### src/rtl/pc_ra_stack.sv
// Program counter plus circular hardware return-address stack.
// Calls push pc_out+PC_INC, returns pop; push+pop replaces the top entry.
module pc_ra_stack #(
  parameter int unsigned      WIDTH    = 16,
  parameter int unsigned      DEPTH    = 4,
  parameter logic [WIDTH-1:0] RESET_PC = '0,
  parameter int unsigned      PC_INC   = 2
) (
  input  logic             clk,
  input  logic             rst_n,
  input  logic             pc_we,
  input  logic [WIDTH-1:0] next_pc,
  input  logic             push,
  input  logic             pop,
  input  logic             err_clr,
  output logic [WIDTH-1:0] pc_out,
  output logic [WIDTH-1:0] pc_plus,
  output logic [WIDTH-1:0] ra_out,
  output logic             ra_empty,
  output logic             ra_full,
  output logic             overflow,
  output logic             underflow
);

  localparam int unsigned PTR_W = (DEPTH > 1) ? $clog2(DEPTH) : 1;
  localparam int unsigned CNT_W = $clog2(DEPTH + 1);

  logic [WIDTH-1:0] pc_q, pc_d;
  logic [PTR_W-1:0] top_q, top_d;
  logic [CNT_W-1:0] cnt_q, cnt_d;
  logic [WIDTH-1:0] mem_q [DEPTH];
  logic [WIDTH-1:0] mem_d [DEPTH];
  logic             ovf_q, ovf_d;
  logic             unf_q, unf_d;
  logic             empty_c, full_c;

  assign empty_c = (cnt_q == CNT_W'(0));
  assign full_c  = (cnt_q == CNT_W'(DEPTH));

  assign pc_out    = pc_q;
  assign pc_plus   = pc_q + WIDTH'(PC_INC);
  assign ra_out    = empty_c ? '0 : mem_q[top_q];
  assign ra_empty  = empty_c;
  assign ra_full   = full_c;
  assign overflow  = ovf_q;
  assign underflow = unf_q;

  // Next-state: PC load, stack push/pop/replace, sticky errors (set beats clear)
  always_comb begin
    pc_d  = pc_we ? next_pc : pc_q;
    top_d = top_q;
    cnt_d = cnt_q;
    mem_d = mem_q;
    ovf_d = ovf_q & ~err_clr;
    unf_d = unf_q & ~err_clr;
    if (push && (!pop || empty_c)) begin
      top_d        = top_q + PTR_W'(1);
      mem_d[top_d] = pc_plus;
      if (full_c) begin
        ovf_d = 1'b1;
      end else begin
        cnt_d = cnt_q + CNT_W'(1);
      end
    end else if (push && pop) begin
      mem_d[top_q] = pc_plus;
    end else if (pop) begin
      if (empty_c) begin
        unf_d = 1'b1;
      end else begin
        top_d = top_q - PTR_W'(1);
        cnt_d = cnt_q - CNT_W'(1);
      end
    end
  end

  always_ff @(posedge clk) begin
    if (!rst_n) begin
      pc_q  <= RESET_PC;
      top_q <= '0;
      cnt_q <= '0;
      ovf_q <= 1'b0;
      unf_q <= 1'b0;
      for (int i = 0; i < int'(DEPTH); i++) mem_q[i] <= '0;
    end else begin
      pc_q  <= pc_d;
      top_q <= top_d;
      cnt_q <= cnt_d;
      ovf_q <= ovf_d;
      unf_q <= unf_d;
      for (int i = 0; i < int'(DEPTH); i++) mem_q[i] <= mem_d[i];
    end
  end

endmodule

### config.mk
export PLATFORM = sky130hd
export DESIGN_NAME = pc_ra_stack
export DESIGN_NICKNAME = d
export VERILOG_FILES = /design/src/rtl/pc_ra_stack.sv
export SDC_FILE = /design/constraint.sdc
export NUM_CORES = 1
export LEC_CHECK = 0
export ABC_AREA = 1
export CAP_MARGIN = 20
export CORE_MARGIN = 2
export CORE_UTILIZATION = 58
export CTS_CLUSTER_SIZE = 28
export DETAILED_ROUTE_END_ITERATION = 10
export PLACE_DENSITY_LB_ADDON = 0.25
export SLEW_MARGIN = 20
export SYNTH_ARGS = -nofsm -noshare
export SYNTH_HDL_FRONTEND = slang
export SYNTH_SLANG_ARGS = --single-unit
### constraint.sdc
create_clock -name clk -period 5.7 [get_ports clk]
set_input_delay 0.57 -clock clk [delete_from_list [all_inputs] [get_ports clk]]
set_output_delay 0.57 -clock clk [all_outputs]
set_load 0.005 [all_outputs]
==> flow_metrics.tcl, run 1 <==
set metrics [dict create \
    grt_pass1_vias 4036 \
    wl_per_cell_um 12.5 \
    ios 74 \
    yosys.area_share.xor_xnor 0.0154 \
    clk_root_buffer_cell "clkbuf_8" \
    slew_headroom 0.295 \
    drv_slew 0 \
    rows 32 \
    core_region_area_um2 7650 \
    p_sw_uw 677 \
    min_path_type "reg -> reg" \
    clkSinkCount 87 \
    crit_required_ns 5.13 \
    grtUsageMet1 0.345 \
    finalSetupViolations 0 \
    power_density_nw_per_um2 364 \
    synthCells 703 \
    cts_buffer_depth 2 \
    post-cts-setup-buffers 0 \
    met3_usage 0.0431 \
    grt_pass1_wl_um 17900 \
    yosys-top-cells-area "dfxtp_1 (38%), nand2_1 (13%), nor2_1 (12%)" \
    multi_input_area_um2 2190 \
    stdcell_area_um2 5440 \
    use_met2 0.414 \
    die_h_um 92.4 \
    place.gp.congestion 0.810 \
    ctsResizeCount 0 \
    hold_viol_final 0 \
    synth_fa_ha_area_frac 0.0276 \
    combPwrFrac 0.344 \
    rrSetupSlack_ns 2.36 \
    synth.area.mux_share 0 \
    syn-num-nets 735 \
    drtAntennaViolNets 0 \
    fin_crit_sh 0.691 \
    initial_core_util 0.593 \
    numCtsBuffers 9 \
    ys_ff_latch 87 \
    drive_above_1_share 0.0461 \
    seq_area_um2 1740 \
    n_antenna_cell 0 \
    p_leak_uw 0.00258 \
    cpMostUsedCell "a21oi_1" \
    fill_cells 657 \
    holdCritStartpoint "overflow" \
    synth_area_um2 4540 \
    synthToLayoutAreaGrowth_pct 19.9 \
    start_kind "register" \
    ys_top_cells_by_count "nand2_1 (158), nor2_1 (148), inv_1 (96), dfxtp_1 (87), a21oi_1 (66)" \
    synthFlopType "dfxtp_1" \
    synth-simple-area-share 0.286 \
    tightest_slew_ns 1.06 \
    worst-setup-path-type "reg -> out" \
    synth_top_family_by_area "simple AND/OR/NAND/NOR gates" \
    synth_edf_count 0 \
    drtIter0Drc 272 \
    yosysTopAreaCell "dfxtp_1" \
    grt_max_degree 87 \
    crit_buf_inv 2 \
    synth_top_area_share 0.384 \
    dr.pass1.iters 4 \
    clkLatencyLatePin_ns 0.35 \
    crit_slowest_cell "clkinv_1" \
    vias 4441 \
    synth_most_common_cell "nand2_1" \
    vdd_drop_max_uv 160 \
    status "complete, no violations" \
    netlist-cell-type-count 25 \
    wirelength_um 10700 \
    rsz0062_at_grt "no" \
    fmaxAchievable_mhz 254 \
    switching_share 0.342 \
    crit_path_max_fanout 21 \
    seqPwrFrac 0.387 \
    antenna_found_initial 0 \
    yosys_warnings 0 \
    cts.htree.levels 3 \
    avgSynthCellArea_um2 6.45 \
    grtUsageTotal 0.259 \
    hold_end "overflow" \
    busiest_layer "met2" \
    overflow 0 \
    cts_hold_buf 0 \
    placed_cell_area_um2 5180 \
    cp.arrival_ns 3.37 \
    clockPowerShare 0.269 \
    fin_nets 787 \
    critPathTopFamily "buffers and inverters" \
    die_w_um 92.4 \
    fin_setup_tns_ns 0 \
    remaining_drc_errors 0 \
    via_per_inst 5.15 \
    cp-end-kind "output pin" \
    cpPeakStageDelay_ns 0.89 \
    r2r_start "top_q[1]" \
    die-area_um2 8550 \
    cap_violations 0 \
    cellInternalPower_uw 1310 \
    cp_cell_sequence "clkinv_1 > a21oi_1 > o21ai_0 > a21oi_1 > clkdlybuf4s50_1" \
    hpwlAfterDp_um 7190 \
    hold_depth 2 \
    io_buffers 73 \
    async_flop_share 0 \
    synth_compound_area_frac 0.152 \
    finalClockSkew_ns 0.00778 \
    ys_seq_area_frac 0.384 \
    r2r-end "mem_q[47]" \
    clk_pin_slew_worst_paths_ns 0.08 \
    cts_tree "built" \
    reg2regPathDepth 7 \
    period_needed_ns 3.94 \
]
layout make-up:
class                   instances  share of cell area
multi-input cells             481               0.402
flip-flops and latches         87               0.320
repair buffers                 77               0.139
inverters                      99              0.0683
clock buffers                  11              0.0278
well taps                     102              0.0235
clock inverters                 5              0.0191
power groups by stage:
| stage | registers [uW] | clock network, uW | logic, uW |
|---|---|---|---|
| floorplan | 762 | 0 | 482 |
| global placement | 776 | 0 | 647 |
| detailed placement | 780 | 0 | 670 |
| CTS | 767 | 538 | 677 |
| global route | 780 | 565 | 769 |
| finish | 767 | 534 | 681 |
per-stage QoR:
stage                     instances  utilization  hold WS, ns  total power [uW]  setup WS [ns]
final                           862        0.711        0.476              1980           1.76
after global routing            862        0.711        0.512              2110           1.61
after CTS                       862        0.710        0.479              1980           1.83
after detailed placement        846        0.677        0.466              1450           2.21
after global placement          846        0.677        0.453              1420           2.40
after floorplan                 703            -        0.457              1240           3.74
cells in the final DEF, fill, tap and decap left out, types with 4 or more instances in the layout:
| master | n |
|---|---|
| nand2_1 | 158 |
| nor2_1 | 148 |
| inv_1 | 96 |
| dfxtp_1 | 87 |
| clkdlybuf4s50_1 | 72 |
| a21oi_1 | 66 |
| o21ai_0 | 58 |
| nand3_1 | 12 |
| clkbuf_8 | 11 |
| ha_1 | 10 |
| xor2_1 | 7 |
| a21oi_2 | 4 |
| buf_4 | 4 |
tightest hold or removal path, delay by kind of cell, from the launching register on:
family          cells  cell delay [ns]
flops               1             0.32
simple gates        1             0.06
compound gates      1             0.05
registers in the layout, indices dropped and copies added, names as in the netlist:
| name | cells |
|---|---|
| cnt_q | 3 |
| mem_q | 64 |
| overflow | 1 |
| pc_out | 16 |
| top_q | 2 |
| underflow | 1 |
kinds of logic after synthesis:
group,after synthesis
AOI/OAI and AO/OA,132
buffers and inverters,135
and+or+nand+nor,331
xor gates and xnor gates,8
DFF,87
adders and majority gates,10
per-layer routing:
metal  vias to the layer above  share of wire
li1                       2252              -
met1                      2025           0.46
met2                       145           0.46
met3                        19          0.065
met4                         0          0.021
met5                         -              0
worst max-delay path by stage:
stage,start,end,cells after the start
5_1_grt,top_q[1],ra_out[6],5
3_3_place_gp,top_q[1],ra_out[2],5
6_report,top_q[1],ra_out[6],5
3_5_place_dp,top_q[1],mem_q[49],6
2_1_floorplan,top_q[1],mem_q[45],10
4_1_cts,top_q[1],ra_out[6],5
Power figures use the tool's default switching activity.
==> inputs of run 2 (changes only) <==
CORE_UTILIZATION = 49   (was 58)
clock period = 3.2 ns   (was 5.7 ns; I/O delays follow)
==> flow_metrics.tcl, run 2 (synthesis gave the netlist of run 1 again) <==
set metrics [dict create \
    status "complete, no violations" \
    p_leak_uw 0.00261 \
    hpwlAfterDp_um 7570 \
    drive_above_1_share 0.0547 \
    hold_viol_final 0 \
    r2r_start "top_q[1]" \
    worst-setup-path-type "reg -> out" \
    fin_setup_tns_ns 0 \
    power_uw 3590 \
    clk_root_buffer_cell "clkbuf_8" \
    drtIter0Drc 254 \
    drv_slew 0 \
    fin_nets 795 \
    remaining_drc_errors 0 \
    die-area_um2 10000 \
    grt_max_degree 57 \
    die_h_um 100 \
    crit_path_max_fanout 5 \
    fin_crit_sh 0.853 \
    overflow 0 \
    crit_required_ns 2.88 \
    n_antenna_cell 0 \
    place.gp.congestion 0.830 \
    grt_pass1_wl_um 18700 \
    vdd_drop_max_uv 287 \
    rrSetupSlack_ns 0.77 \
    top_register "mem_q" \
    final_util 0.605 \
    dr.pass1.iters 5 \
    final_common_cell "nand2_1" \
    start_kind "register" \
    slew_headroom 0.352 \
    cpPeakStageDelay_ns 0.61 \
    synthToLayoutAreaGrowth_pct 21.4 \
    antenna_found_initial 0 \
    grtUsageTotal 0.231 \
    cts_buffer_depth 2 \
    clkLatencyLatePin_ns 0.36 \
    period_needed_ns 2.73 \
    vias 4330 \
    wirelength_um 10900 \
    numCtsBuffers 9 \
    critPathTopFamily "buffers and inverters" \
    post-cts-setup-buffers 0 \
    finalSetupViolations 0 \
    drtAntennaViolNets 0 \
    cp-end-kind "output pin" \
    largest_register_ffs 64 \
    clk_pin_slew_worst_paths_ns 0.09 \
    crit_buf_inv 1 \
    core_region_area_um2 9110 \
    holdCritStartpoint "underflow" \
    cts_tree "built" \
    cts_hold_buf 0 \
    fill_cells 879 \
    ctsResizeCount 0 \
    cap_violations 0 \
    cp.arrival_ns 2.41 \
    die_w_um 100 \
    clkSinkCount 87 \
    crit_slowest_cell "clkdlybuf4s50_1" \
    ios 74 \
    finalClockSkew_ns 0.00999 \
    hold_depth 2 \
    most-common-layout-cells "nand2_1 (158), nor2_1 (148), inv_1 (96), dfxtp_1 (87), clkdlybuf4s50_1 (72)" \
    cp_cell_sequence "ha_1 > nand2_1 > nor2_1 > nand3_1 > xor2_1 > clkdlybuf4s50_1" \
    rows 35 \
    rsz0062_at_grt "no" \
    min_path_type "reg -> reg" \
    cts.htree.levels 3 \
    via_per_inst 4.93 \
    reg2regPathDepth 6 \
    hold_end "underflow" \
    tightest_slew_ns 0.972 \
    power_density_nw_per_um2 651 \
    wl_per_cell_um 12.4 \
    r2r-end "mem_q[35]" \
    fmaxAchievable_mhz 366 \
    initial_core_util 0.498 \
    io_buffers 73 \
    grt_pass1_vias 4120 \
]
run 2: cell count changes in the layout (fill, tap and decap cells not counted):
cell and delta:
o21ai_4 -1, o21ai_2 +1, clkinv_4 -1, clkinvlp_4 +1, clkbuf_1 +1, clkbuf_8 -2, bufinv_16 +1, buf_4 +8
run 2: where the power goes:
| part | internal, uW | total [uW] | switching, uW |
|---|---|---|---|
| sequential | 1260 | 1350 | 83.0 |
| combinational | 519 | 1250 | 728 |
| clock | 597 | 994 | 397 |
run 2: tightest hold or removal path, cell delays in order, from the launching register on:
cell	delay, ns
dfxtp_1	0.32
nand2_1	0.06
a21oi_1	0.05
run 2: final cells by class:
class                           instances  area (um2)  area share
Clock buffer                           10         128      0.0232
Clock inverter                          6         133      0.0241
Inverter                               99         372      0.0675
Multi-Input combinational cell        481        2180       0.396
Sequential cell                        87        1740       0.316
Tap cell                              111         139      0.0252
Timing Repair Buffer                   85         816       0.148
run 2: worst max path at each step:
stage / endpoint / from / cells after the start
final: pc_plus[13] / pc_out[2] / 6
after global routing: ra_out[13] / top_q[1] / 5
after CTS: pc_plus[13] / pc_out[2] / 6
after detailed placement: mem_q[35] / top_q[1] / 6
after global placement: cnt_q[2] / pop / 12
after floorplan: mem_q[45] / top_q[1] / 10
run 2: metrics by stage:
step           hold WS [ns]  std cells  worst slack (ns)  instance area (um2)
3_3_place_gp          0.454        863             0.876                 5250
2_1_floorplan         0.455        703              1.24                 4540
4_1_cts               0.468        879             0.436                 5510
5_1_grt               0.501        879             0.264                 5510
6_report              0.469        879             0.469                 5510
3_5_place_dp          0.459        863             0.809                 5250
run 2: layer usage:
metal  up-vias  GRT usage  part of all wire
li1       2270          -                 -
met1      1925      0.312              0.48
met2       117      0.359              0.44
met3        18     0.0467             0.062
met4         0      0.102             0.022
met5         -          0                 0
==> inputs of run 3 (changes only) <==
CORE_MARGIN = not set   (was 2)
CORE_UTILIZATION = 58   (was 49)
clock period = 3.5 ns   (was 3.2 ns; I/O delays follow)
==> flow_metrics.tcl, run 3 (synthesis gave the netlist of run 1 again) <==
set metrics [dict create \
    power_density_nw_per_um2 570 \
    post-cts-setup-buffers 0 \
    most-common-layout-cells "nand2_1 (158), nor2_1 (148), inv_1 (96), dfxtp_1 (87), clkdlybuf4s50_1 (72)" \
    vdd_drop_max_uv 282 \
    stdcell_area_um2 5420 \
    hpwlAfterDp_um 7470 \
    ios 74 \
    status "complete, no violations" \
    antenna_found_initial 0 \
    dr.pass1.iters 5 \
    wl_per_cell_um 13.0 \
    grtUsageTotal 0.280 \
    finalSetupViolations 0 \
    cts.htree.levels 3 \
    largest_register_ffs 64 \
    period_needed_ns 2.82 \
    fin_nets 792 \
    crit_slowest_cell "clkdlybuf4s50_1" \
    grt_pass1_vias 4063 \
    reg2regPathDepth 13 \
    critPathTopFamily "buffers and inverters" \
    drv_slew 0 \
    crit_buf_inv 1 \
    drtIter0Drc 352 \
    rsz0062_at_grt "no" \
    die-area_um2 8180 \
    wirelength_um 11200 \
    fmaxAchievable_mhz 354 \
    die_h_um 90.4 \
    clkLatencyLatePin_ns 0.35 \
    overflow 0 \
    p_leak_uw 0.00257 \
    cp.depth 5 \
    crit_required_ns 3.15 \
    synthToLayoutAreaGrowth_pct 19.5 \
    cp-end-kind "output pin" \
    drive_above_1_share 0.0484 \
    clk_root_buffer_cell "clkbuf_8" \
    initial_core_util 0.612 \
    io_buffers 73 \
    core_region_area_um2 7410 \
    finalClockSkew_ns 0.00999 \
    die_w_um 90.4 \
    ctsResizeCount 0 \
    fin_setup_tns_ns 0 \
    n_antenna_cell 0 \
    clkSinkCount 87 \
    placed_cell_area_um2 5230 \
    fin_crit_sh 0.807 \
    cts_tree "built" \
    slew_headroom 0.441 \
    final_common_cell "nand2_1" \
    grt_max_degree 87 \
    drtAntennaViolNets 0 \
    crit_path_max_fanout 5 \
    tightest_slew_ns 0.836 \
    cap_violations 0 \
    worst-setup-path-type "reg -> out" \
    start_kind "register" \
    rows 31 \
    cts_buffer_depth 2 \
    hold_depth 2 \
    vias 4395 \
    grt_pass1_wl_um 18600 \
    min_path_type "reg -> reg" \
    top_register "mem_q" \
    numCtsBuffers 9 \
    clk_pin_slew_worst_paths_ns 0.08 \
    cpPeakStageDelay_ns 0.63 \
    cts_hold_buf 0 \
    via_per_inst 5.09 \
    hold_viol_final 0 \
    cp_cell_sequence "nand2_1 > nor2_1 > nand3_1 > xor2_1 > clkdlybuf4s50_1" \
    remaining_drc_errors 0 \
    place.gp.congestion 0.817 \
    cp.arrival_ns 2.47 \
]
## run 3: cell count changes in the layout (fill, tap and decap cells not counted)
cell	before	now
bufinv_16	4	1
o21ai_4	0	1
buf_12	0	1
clkbuf_1	1	2
clkinvlp_4	1	0
o21ai_2	3	2
clkinv_4	0	1
clkbuf_8	9	10
buf_4	12	8
## run 3: worst paths after layout
| kind | start | slack, ns | end |
|---|---|---|---|
| max | pc_out[9] | 0.68 | pc_plus[11] |
| min | underflow | 0.47 | underflow |
| max reg2reg | cnt_q[0] | 1.31 | cnt_q[2] |
| min reg2reg | underflow | 0.47 | underflow |
## run 3: worst register-to-register path, delay by kind of cell (launching register included)
family	cells	cell delay, ns
DFF	1	0.35
buffers and inverters	1	0.09
xor gates and xnor gates	1	0.19
and+or+nand+nor	10	1.28
adders and majority gates	1	0.19
## run 3: cell type report
cell class,count,area (um2)
Clock buffer,12,145
Timing Repair Buffer,82,806
Multi-Input combinational cell,481,2190
Tap cell,99,124
Clock inverter,3,43.8
Fill cell,612,1990
Inverter,99,372
Sequential cell,87,1740
## run 3: metal layers
layer  vias up  routed length [um]  global-route usage
met3        17                 649              0.0421
met5         -                   0                   0
met4         0                 239               0.116
li1       2260                   -                   -
met2       154                5210               0.471
met1      1964                5080               0.358
## run 3: power breakdown
group	internal (uW)	total, uW	switching [uW]
sequential	1160	1230	77.6
combinational	474	1160	685
clock	347	699	352
total	1980	3090	1110
## run 3: stage by stage
step	setup WS [ns]	total power [uW]	utilization	hold slack, ns	cells
6_report	0.677	3090	0.732	0.468	863
4_1_cts	0.700	3090	0.732	0.468	863
5_1_grt	0.539	3290	0.732	0.498	863
3_3_place_gp	1.05	2340	0.705	0.449	848
3_5_place_dp	1.03	2400	0.706	0.459	848
2_1_floorplan	1.54	2030	-	0.457	703
